==> src/rtl/dcu_pkg.sv <==
// Shared types and encodings for the datapath control unit.
package dcu_pkg;

  typedef enum logic [1:0] {
    S_FETCH,
    S_EXEC,
    S_MEM,
    S_HALT
  } state_e;

  typedef enum logic [2:0] {
    IC_R,
    IC_I,
    IC_LD,
    IC_ST,
    IC_B,
    IC_CBZ,
    IC_ILL
  } iclass_e;

  // 11-bit opcodes in IR[31:21]
  localparam logic [10:0] OP_ADD  = 11'h458;
  localparam logic [10:0] OP_SUB  = 11'h658;
  localparam logic [10:0] OP_AND  = 11'h450;
  localparam logic [10:0] OP_ORR  = 11'h550;
  localparam logic [10:0] OP_EOR  = 11'h650;
  localparam logic [10:0] OP_LDUR = 11'h7C2;
  localparam logic [10:0] OP_STUR = 11'h7C0;
  // 10-bit opcodes in IR[31:22]
  localparam logic [9:0]  OP_ADDI = 10'h244;
  localparam logic [9:0]  OP_SUBI = 10'h344;
  // 8-bit opcode in IR[31:24], 6-bit opcode in IR[31:26]
  localparam logic [7:0]  OP_CBZ  = 8'hB4;
  localparam logic [5:0]  OP_B    = 6'h05;

  localparam logic [4:0] FS_AND = 5'b00000;
  localparam logic [4:0] FS_ORR = 5'b00100;
  localparam logic [4:0] FS_ADD = 5'b01000;
  localparam logic [4:0] FS_EOR = 5'b01100;
  localparam logic [4:0] FS_SUB = 5'b01001;

  localparam logic [4:0] XZR = 5'd31;

  typedef struct packed {
    logic [4:0] sa;
    logic [4:0] sb;
    logic [4:0] da;
    logic [4:0] fs;
    logic       c_in;
    logic       b_sel;
  } cw_t;

  // Quiet control word: all selects on XZR, ALU in AND, register B operand
  function automatic cw_t cw_idle();
    cw_t c;
    c.sa    = XZR;
    c.sb    = XZR;
    c.da    = XZR;
    c.fs    = FS_AND;
    c.c_in  = 1'b0;
    c.b_sel = 1'b0;
    return c;
  endfunction

endpackage

==> src/rtl/datapath_control_unit_decoder.sv <==
// Combinational instruction decode: IR to register selects, ALU setup,
// immediate and instruction class. Enables are left to the sequencer.
module dcu_decoder
  import dcu_pkg::*;
#(
  parameter int K_W = 64
) (
  input  logic [31:0]    ir,
  output cw_t            cw,
  output logic [K_W-1:0] k,
  output iclass_e        iclass
);

  // Classify the opcode and build the static part of the control word
  always_comb begin
    cw     = cw_idle();
    k      = '0;
    iclass = IC_ILL;
    if (ir[31:21] == OP_LDUR || ir[31:21] == OP_STUR) begin
      iclass   = (ir[31:21] == OP_LDUR) ? IC_LD : IC_ST;
      cw.sa    = ir[9:5];
      cw.fs    = FS_ADD;
      cw.b_sel = 1'b1;
      k        = {{(K_W-9){ir[20]}}, ir[20:12]};
      if (ir[31:21] == OP_STUR) cw.sb = ir[4:0];
    end else if (ir[31:21] == OP_ADD || ir[31:21] == OP_SUB ||
                 ir[31:21] == OP_AND || ir[31:21] == OP_ORR ||
                 ir[31:21] == OP_EOR) begin
      iclass = IC_R;
      cw.sa  = ir[9:5];
      cw.sb  = ir[20:16];
      cw.da  = ir[4:0];
      case (ir[31:21])
        OP_ADD:  cw.fs = FS_ADD;
        OP_SUB:  begin cw.fs = FS_SUB; cw.c_in = 1'b1; end
        OP_ORR:  cw.fs = FS_ORR;
        OP_EOR:  cw.fs = FS_EOR;
        default: cw.fs = FS_AND;
      endcase
    end else if (ir[31:22] == OP_ADDI || ir[31:22] == OP_SUBI) begin
      iclass   = IC_I;
      cw.sa    = ir[9:5];
      cw.da    = ir[4:0];
      cw.b_sel = 1'b1;
      k        = {{(K_W-12){1'b0}}, ir[21:10]};
      if (ir[31:22] == OP_SUBI) begin
        cw.fs   = FS_SUB;
        cw.c_in = 1'b1;
      end else begin
        cw.fs   = FS_ADD;
      end
    end else if (ir[31:24] == OP_CBZ) begin
      // XZR + Rt through the ALU so Z reports Rt == 0
      iclass = IC_CBZ;
      cw.sa  = XZR;
      cw.sb  = ir[4:0];
      cw.fs  = FS_ADD;
    end else if (ir[31:26] == OP_B) begin
      iclass = IC_B;
    end
  end

endmodule

==> src/rtl/datapath_control_unit.sv <==
// Multi-cycle LEGv8-subset sequencer: fetches instructions, drives the
// Datapath control word, sequences data memory and owns the PC.
module datapath_control_unit
  import dcu_pkg::*;
#(
  parameter int PC_W = 64,
  parameter int K_W  = 64
) (
  input  logic            clock,
  input  logic            reset,
  output logic [PC_W-1:0] pc,
  output logic            instr_req,
  input  logic            instr_valid,
  input  logic [31:0]     instr_data,
  input  logic [3:0]      status,
  output logic [4:0]      SA,
  output logic [4:0]      SB,
  output logic [4:0]      DA,
  output logic            W,
  output logic [4:0]      FS,
  output logic            C_in,
  output logic            B_SEL,
  output logic [K_W-1:0]  K,
  output logic            EN_B,
  output logic            EN_ALU,
  output logic            EN_MEM,
  output logic            mem_rd,
  output logic            mem_wr,
  input  logic            mem_ready,
  output logic            halted
);

  state_e          state_q, state_d;
  logic [PC_W-1:0] pc_q, pc_d;
  logic [31:0]     ir_q, ir_d;
  logic            halted_q, halted_d;

  cw_t             dec_cw, cw_o;
  logic [K_W-1:0]  dec_k, k_o;
  iclass_e         dec_class;

  logic [PC_W-1:0]        pc_inc;
  logic signed [PC_W-1:0] b_off, cbz_off;
  logic                   unused_status;

  assign unused_status = ^status[3:1];
  assign pc_inc  = pc_q + PC_W'(4);
  // Branch displacements are word offsets; the adds wrap modulo 2^PC_W
  assign b_off   = {{(PC_W-28){ir_q[25]}}, ir_q[25:0], 2'b00};
  assign cbz_off = {{(PC_W-21){ir_q[23]}}, ir_q[23:5], 2'b00};

  dcu_decoder #(.K_W(K_W)) u_decoder (
    .ir     (ir_q),
    .cw     (dec_cw),
    .k      (dec_k),
    .iclass (dec_class)
  );

  // Next-state, PC update and control-word generation
  always_comb begin
    state_d   = state_q;
    pc_d      = pc_q;
    ir_d      = ir_q;
    halted_d  = halted_q;
    cw_o      = cw_idle();
    k_o       = '0;
    instr_req = 1'b0;
    W         = 1'b0;
    EN_B      = 1'b0;
    EN_ALU    = 1'b0;
    EN_MEM    = 1'b0;
    mem_rd    = 1'b0;
    mem_wr    = 1'b0;
    case (state_q)
      S_FETCH: begin
        // Reset is asynchronous, so the request must drop with it
        instr_req = ~reset;
        if (instr_valid) begin
          ir_d    = instr_data;
          state_d = S_EXEC;
        end
      end
      S_EXEC: begin
        cw_o    = dec_cw;
        k_o     = dec_k;
        state_d = S_FETCH;
        case (dec_class)
          IC_R, IC_I: begin
            EN_ALU = 1'b1;
            W      = 1'b1;
            pc_d   = pc_inc;
          end
          IC_LD, IC_ST: begin
            EN_ALU  = 1'b1;
            state_d = S_MEM;
          end
          IC_B:   pc_d = pc_q + $unsigned(b_off);
          IC_CBZ: pc_d = status[0] ? pc_q + $unsigned(cbz_off) : pc_inc;
          default: begin
            halted_d = 1'b1;
            state_d  = S_HALT;
          end
        endcase
      end
      S_MEM: begin
        // Address operands stay on the ALU for the whole access
        cw_o = dec_cw;
        k_o  = dec_k;
        if (dec_class == IC_LD) begin
          cw_o.da = ir_q[4:0];
          mem_rd  = 1'b1;
          EN_MEM  = 1'b1;
          W       = mem_ready;
        end else begin
          mem_wr  = 1'b1;
          EN_B    = 1'b1;
        end
        if (mem_ready) begin
          pc_d    = pc_inc;
          state_d = S_FETCH;
        end
      end
      default: ;
    endcase
  end

  // Control state, PC and trap flag
  always_ff @(posedge clock or posedge reset) begin
    if (reset) begin
      state_q  <= S_FETCH;
      pc_q     <= '0;
      halted_q <= 1'b0;
    end else begin
      state_q  <= state_d;
      pc_q     <= pc_d;
      halted_q <= halted_d;
    end
  end

  // Instruction register; only read after a completed fetch
  always_ff @(posedge clock) begin
    ir_q <= ir_d;
  end

  assign pc     = pc_q;
  assign halted = halted_q;
  assign SA     = cw_o.sa;
  assign SB     = cw_o.sb;
  assign DA     = cw_o.da;
  assign FS     = cw_o.fs;
  assign C_in   = cw_o.c_in;
  assign B_SEL  = cw_o.b_sel;
  assign K      = k_o;

endmodule
==> config.mk <==
export PLATFORM = sky130hd
export DESIGN_NAME = datapath_control_unit
export DESIGN_NICKNAME = d
export VERILOG_FILES = /design/src/rtl/dcu_pkg.sv /design/src/rtl/datapath_control_unit_decoder.sv /design/src/rtl/datapath_control_unit.sv
export SDC_FILE = /design/constraint.sdc
export NUM_CORES = 1
export LEC_CHECK = 0
export ABC_AREA = 1
export CORE_ASPECT_RATIO = 1.5
export CORE_MARGIN = 2
export CORE_UTILIZATION = 25
export DETAILED_ROUTE_END_ITERATION = 7
export PLACE_DENSITY = 0.4
export SLEW_MARGIN = 20
export SYNTH_ARGS = -nofsm -noshare
export SYNTH_HDL_FRONTEND = slang
export SYNTH_SLANG_ARGS = --single-unit
==> constraint.sdc <==
create_clock -name clock -period 16.38 [get_ports clock]
set_clock_uncertainty 0.2 [all_clocks]
set_input_delay 1.638 -clock clock [delete_from_list [all_inputs] [get_ports clock]]
set_output_delay 1.638 -clock clock [all_outputs]
set_load 0.005 [all_outputs]
==> impl_metrics.env <==
export IMPL_outcome="completed"
export IMPL_p_switching_w=0.00231
export IMPL_path_buf_inv=5
export IMPL_peakVddDrop_v=0.0000689
export IMPL_dieArea_um2=78100
export IMPL_yosysUniqueCellTypes=47
export IMPL_final_cell_mix="nand2_1 (1,301), inv_1 (602), nor2_1 (502), nand3_1 (251), a21oi_1 (223)"
export IMPL_clock_latency_ns=0.42
export IMPL_grt_max_degree=64
export IMPL_crit_type="reg2out"
export IMPL_cts_htree_levels=3
export IMPL_area_growth_pct=15.2
export IMPL_drt_first_iter_violations=1366
export IMPL_postSynthAreaPerCell_um2=5.23
export IMPL_async_flop_share=0.670
export IMPL_crit_slowest_cell="clkdlybuf4s50_1"
export IMPL_hold_violations=0
export IMPL_power_frac_seq=0.145
export IMPL_hpwl_um=84700
export IMPL_p_clk_frac=0.066
export IMPL_grt_setup_unrepaired="no"
export IMPL_placed_cells=4722
export IMPL_die_height_um=341
export IMPL_relSlewSlack=0.342
export IMPL_cp_arrival_ns=3.61
export IMPL_max_freq_ghz=0.184
export IMPL_clk_path_buf_depth=2
export IMPL_diodes=0
export IMPL_cts_tree="built"
export IMPL_drt_wl_total_um=100000
export IMPL_fin_setup_tns_ns=0
export IMPL_synth_top_area_frac=0.258
export IMPL_cts_root_buffer="clkbuf_16"
export IMPL_cts_resized=0
export IMPL_drtAntennaViolNets=0
export IMPL_grt_pass1_wl_um=145000
export IMPL_critPathRequiredTime_ns=14.54
export IMPL_start_util=0.252
export IMPL_gp_congestion=0.932
export IMPL_grt_pass1_vias=22800
export IMPL_port_buffers=190
export IMPL_p_sw_frac=0.631
export IMPL_num_vias=22700
export IMPL_antenna_found_initial=0
export IMPL_synth_area_top_cells="nand2_1 (26%), inv_1 (12%), nor2_1 (9.9%)"
export IMPL_slew_violations=0
export IMPL_gr_usage_all_layers=0.252
export IMPL_core_um2=75100
export IMPL_cts_setup_buffers=0
export IMPL_synth_cells=3627
export IMPL_p_leak_nw=11.5
export IMPL_comb_power_share=0.789
export IMPL_via_per_inst=4.78
export IMPL_die_w_um=229
export IMPL_overflow=0
export IMPL_worstPathCellList="buf_4 > inv_2 > nand2_1 > nor3_1 > nand2_1 > inv_1 > nand2_1 > inv_1 > nor2_1 > o21ai_0 > nand2_1 > clkdlybuf4s50_1"
export IMPL_crit_top_cell="nand2_1"
export IMPL_finalCritPeriodShare=0.332
export IMPL_final_common_cell="nand2_1"
export IMPL_synth_edff_count=32
export IMPL_yosysTopAreaCell="nand2_1"
export IMPL_internal_power_w=0.00135
export IMPL_nets=3901
export IMPL_cts_sinks=97
export IMPL_syn_area_um2=19000
export IMPL_ios=198
export IMPL_layout_drive_gt1_share=0.0171
export IMPL_wire_per_inst_um=21.1
export IMPL_drc=0
export IMPL_synth_warnings=0
export IMPL_max_cap_viol_count=0
export IMPL_setup_violations=0
export IMPL_holdCritPathClass="reg2reg"
export IMPL_cts_hold_buf=0
export IMPL_fp_row_count=123
export IMPL_p_per_area_nw_per_um2=168
export IMPL_stdcell_count=4738
export IMPL_clkTransAtPathRegs_ns=0.10
export IMPL_cp_max_fo=39
export IMPL_ys_seq_area_frac=0.137
export IMPL_cts_buffers=9
export IMPL_synth_ff_latch_count=97
export IMPL_layout_min_cycle_time_ns=5.44
export IMPL_max_slew_worst_pin_slew_ns=0.988
export IMPL_crit_family="buffers and inverters"
export IMPL_drt_first_pass_iters=6
export IMPL_ys_flop_type="dfrtp_1"
export IMPL_end_kind="primary output"
export IMPL_critPathMaxStageDelay_ns=0.55
export IMPL_startpoint_type="register"
power by group through the flow:
stage / Clock (W) / Sequential [W] / Combinational [W]
floorplan: 0 / 0.000429 / 0.00188
global placement: 0 / 0.000538 / 0.00288
detailed placement: 0 / 0.000537 / 0.00287
CTS: 0.000247 / 0.000531 / 0.00289
global route: 0.000254 / 0.000542 / 0.00322
finish: 0.000241 / 0.000533 / 0.00289
registers in the layout, summed over array words and instances, names as in the netlist:
| register | cells |
|---|---|
| pc | 62 |
| ir_q | 32 |
| state_q | 2 |
| halted | 1 |
cells by family (layout without fill, tap and decap cells):
kind of cell | after synthesis | after routing | share of synthesized area
buf+inv | 727 | 835 | 0.159
flops | 97 | 97 | 0.137
compound gates | 390 | 390 | 0.110
fa+ha+maj | 128 | 128 | 0.0853
other cells | 1 | 4 | 0.000198
xor+xnor | 78 | 78 | 0.0360
simple gates | 2206 | 2206 | 0.473
stage by stage:
| stage | instance area, um2 | setup WS (ns) | hold WS [ns] | utilization | power (W) |
|---|---|---|---|---|---|
| floorplan | 19000 | 9.79 | 0.258 | - | 0.00231 |
| global placement | 21500 | 11.40 | 0.293 | 0.287 | 0.00341 |
| detailed placement | 21500 | 11.36 | 0.286 | 0.287 | 0.00341 |
| CTS | 21800 | 10.89 | 0.323 | 0.291 | 0.00367 |
| global route | 21800 | 10.61 | 0.384 | 0.291 | 0.00402 |
| finish | 21800 | 10.94 | 0.314 | 0.291 | 0.00366 |
worst min-delay path: cells and delay by family, from the launching register on:
kind | cells | cell delay (ns)
flops | 1 | 0.38
simple gates | 1 | 0.06
buf+inv | 1 | 0.05
cell usage after synthesis, types with 3 or more instances:
| cell type | n |
|---|---|
| buf_6 | 5 |
| buf_4 | 62 |
| o21ai_1 | 3 |
| buf_2 | 12 |
| o21a_1 | 3 |
| ha_1 | 126 |
| nand4_1 | 49 |
| inv_2 | 7 |
| o21ai_0 | 108 |
| xnor2_1 | 23 |
| a21boi_0 | 3 |
| a211oi_1 | 3 |
| nand3_1 | 251 |
| clkbuf_1 | 27 |
| dfrtp_1 | 65 |
| nor2_1 | 502 |
| or2_2 | 13 |
| nor3_1 | 48 |
| o211ai_1 | 5 |
| a21oi_1 | 223 |
| o22ai_1 | 12 |
| and2_1 | 6 |
| nand2_1 | 1301 |
| xor2_1 | 55 |
| edfxtp_1 | 32 |
| a22oi_1 | 6 |
| and3_1 | 6 |
| buf_1 | 8 |
| nor4_1 | 12 |
| nand3b_1 | 10 |
| o21bai_1 | 15 |
| inv_1 | 605 |
worst paths after layout:
| kind | to | cells past startpoint | slack [ns] | start |
|---|---|---|---|---|
| setup / recovery | SA[4] | 12 | 10.94 | ir_q[25]$_DFFE_PP_ |
| hold / removal | halted$_DFFE_PP0P_ | 2 | 0.31 | halted$_DFFE_PP0P_ |
| setup reg to reg | pc[54]$_DFFE_PP0P_ | 13 | 12.33 | ir_q[25]$_DFFE_PP_ |
| hold reg to reg | halted$_DFFE_PP0P_ | 2 | 0.31 | halted$_DFFE_PP0P_ |
| max in group asynchronous | pc[61]$_DFFE_PP0P_ | 3 | 13.27 | reset |
| min in group asynchronous | halted$_DFFE_PP0P_ | 2 | 1.58 | reset |
routing by layer:
layer  routed length, um  part of all wire  GRT usage  vias to the layer above
met2               51800              0.52      0.477                      472
li1                    -                 -          -                    11500
met3                2600             0.026     0.0197                      159
met4                6180             0.062      0.143                        0
met5                   0                 0          0                        -
met1               39600              0.40      0.276                    10500
area by class of cell:
type                    instances  area (um2)
clock buffers                   9         225
clock inverters                 7        77.6
fillers                      9059       53300
inverters                     613        2300
multi-input cells            2806       13400
flip-flops and latches         97        2590
well taps                    1000        1250
repair buffers                206        2020
No activity file was read; power rests on OpenSTA's default activity.
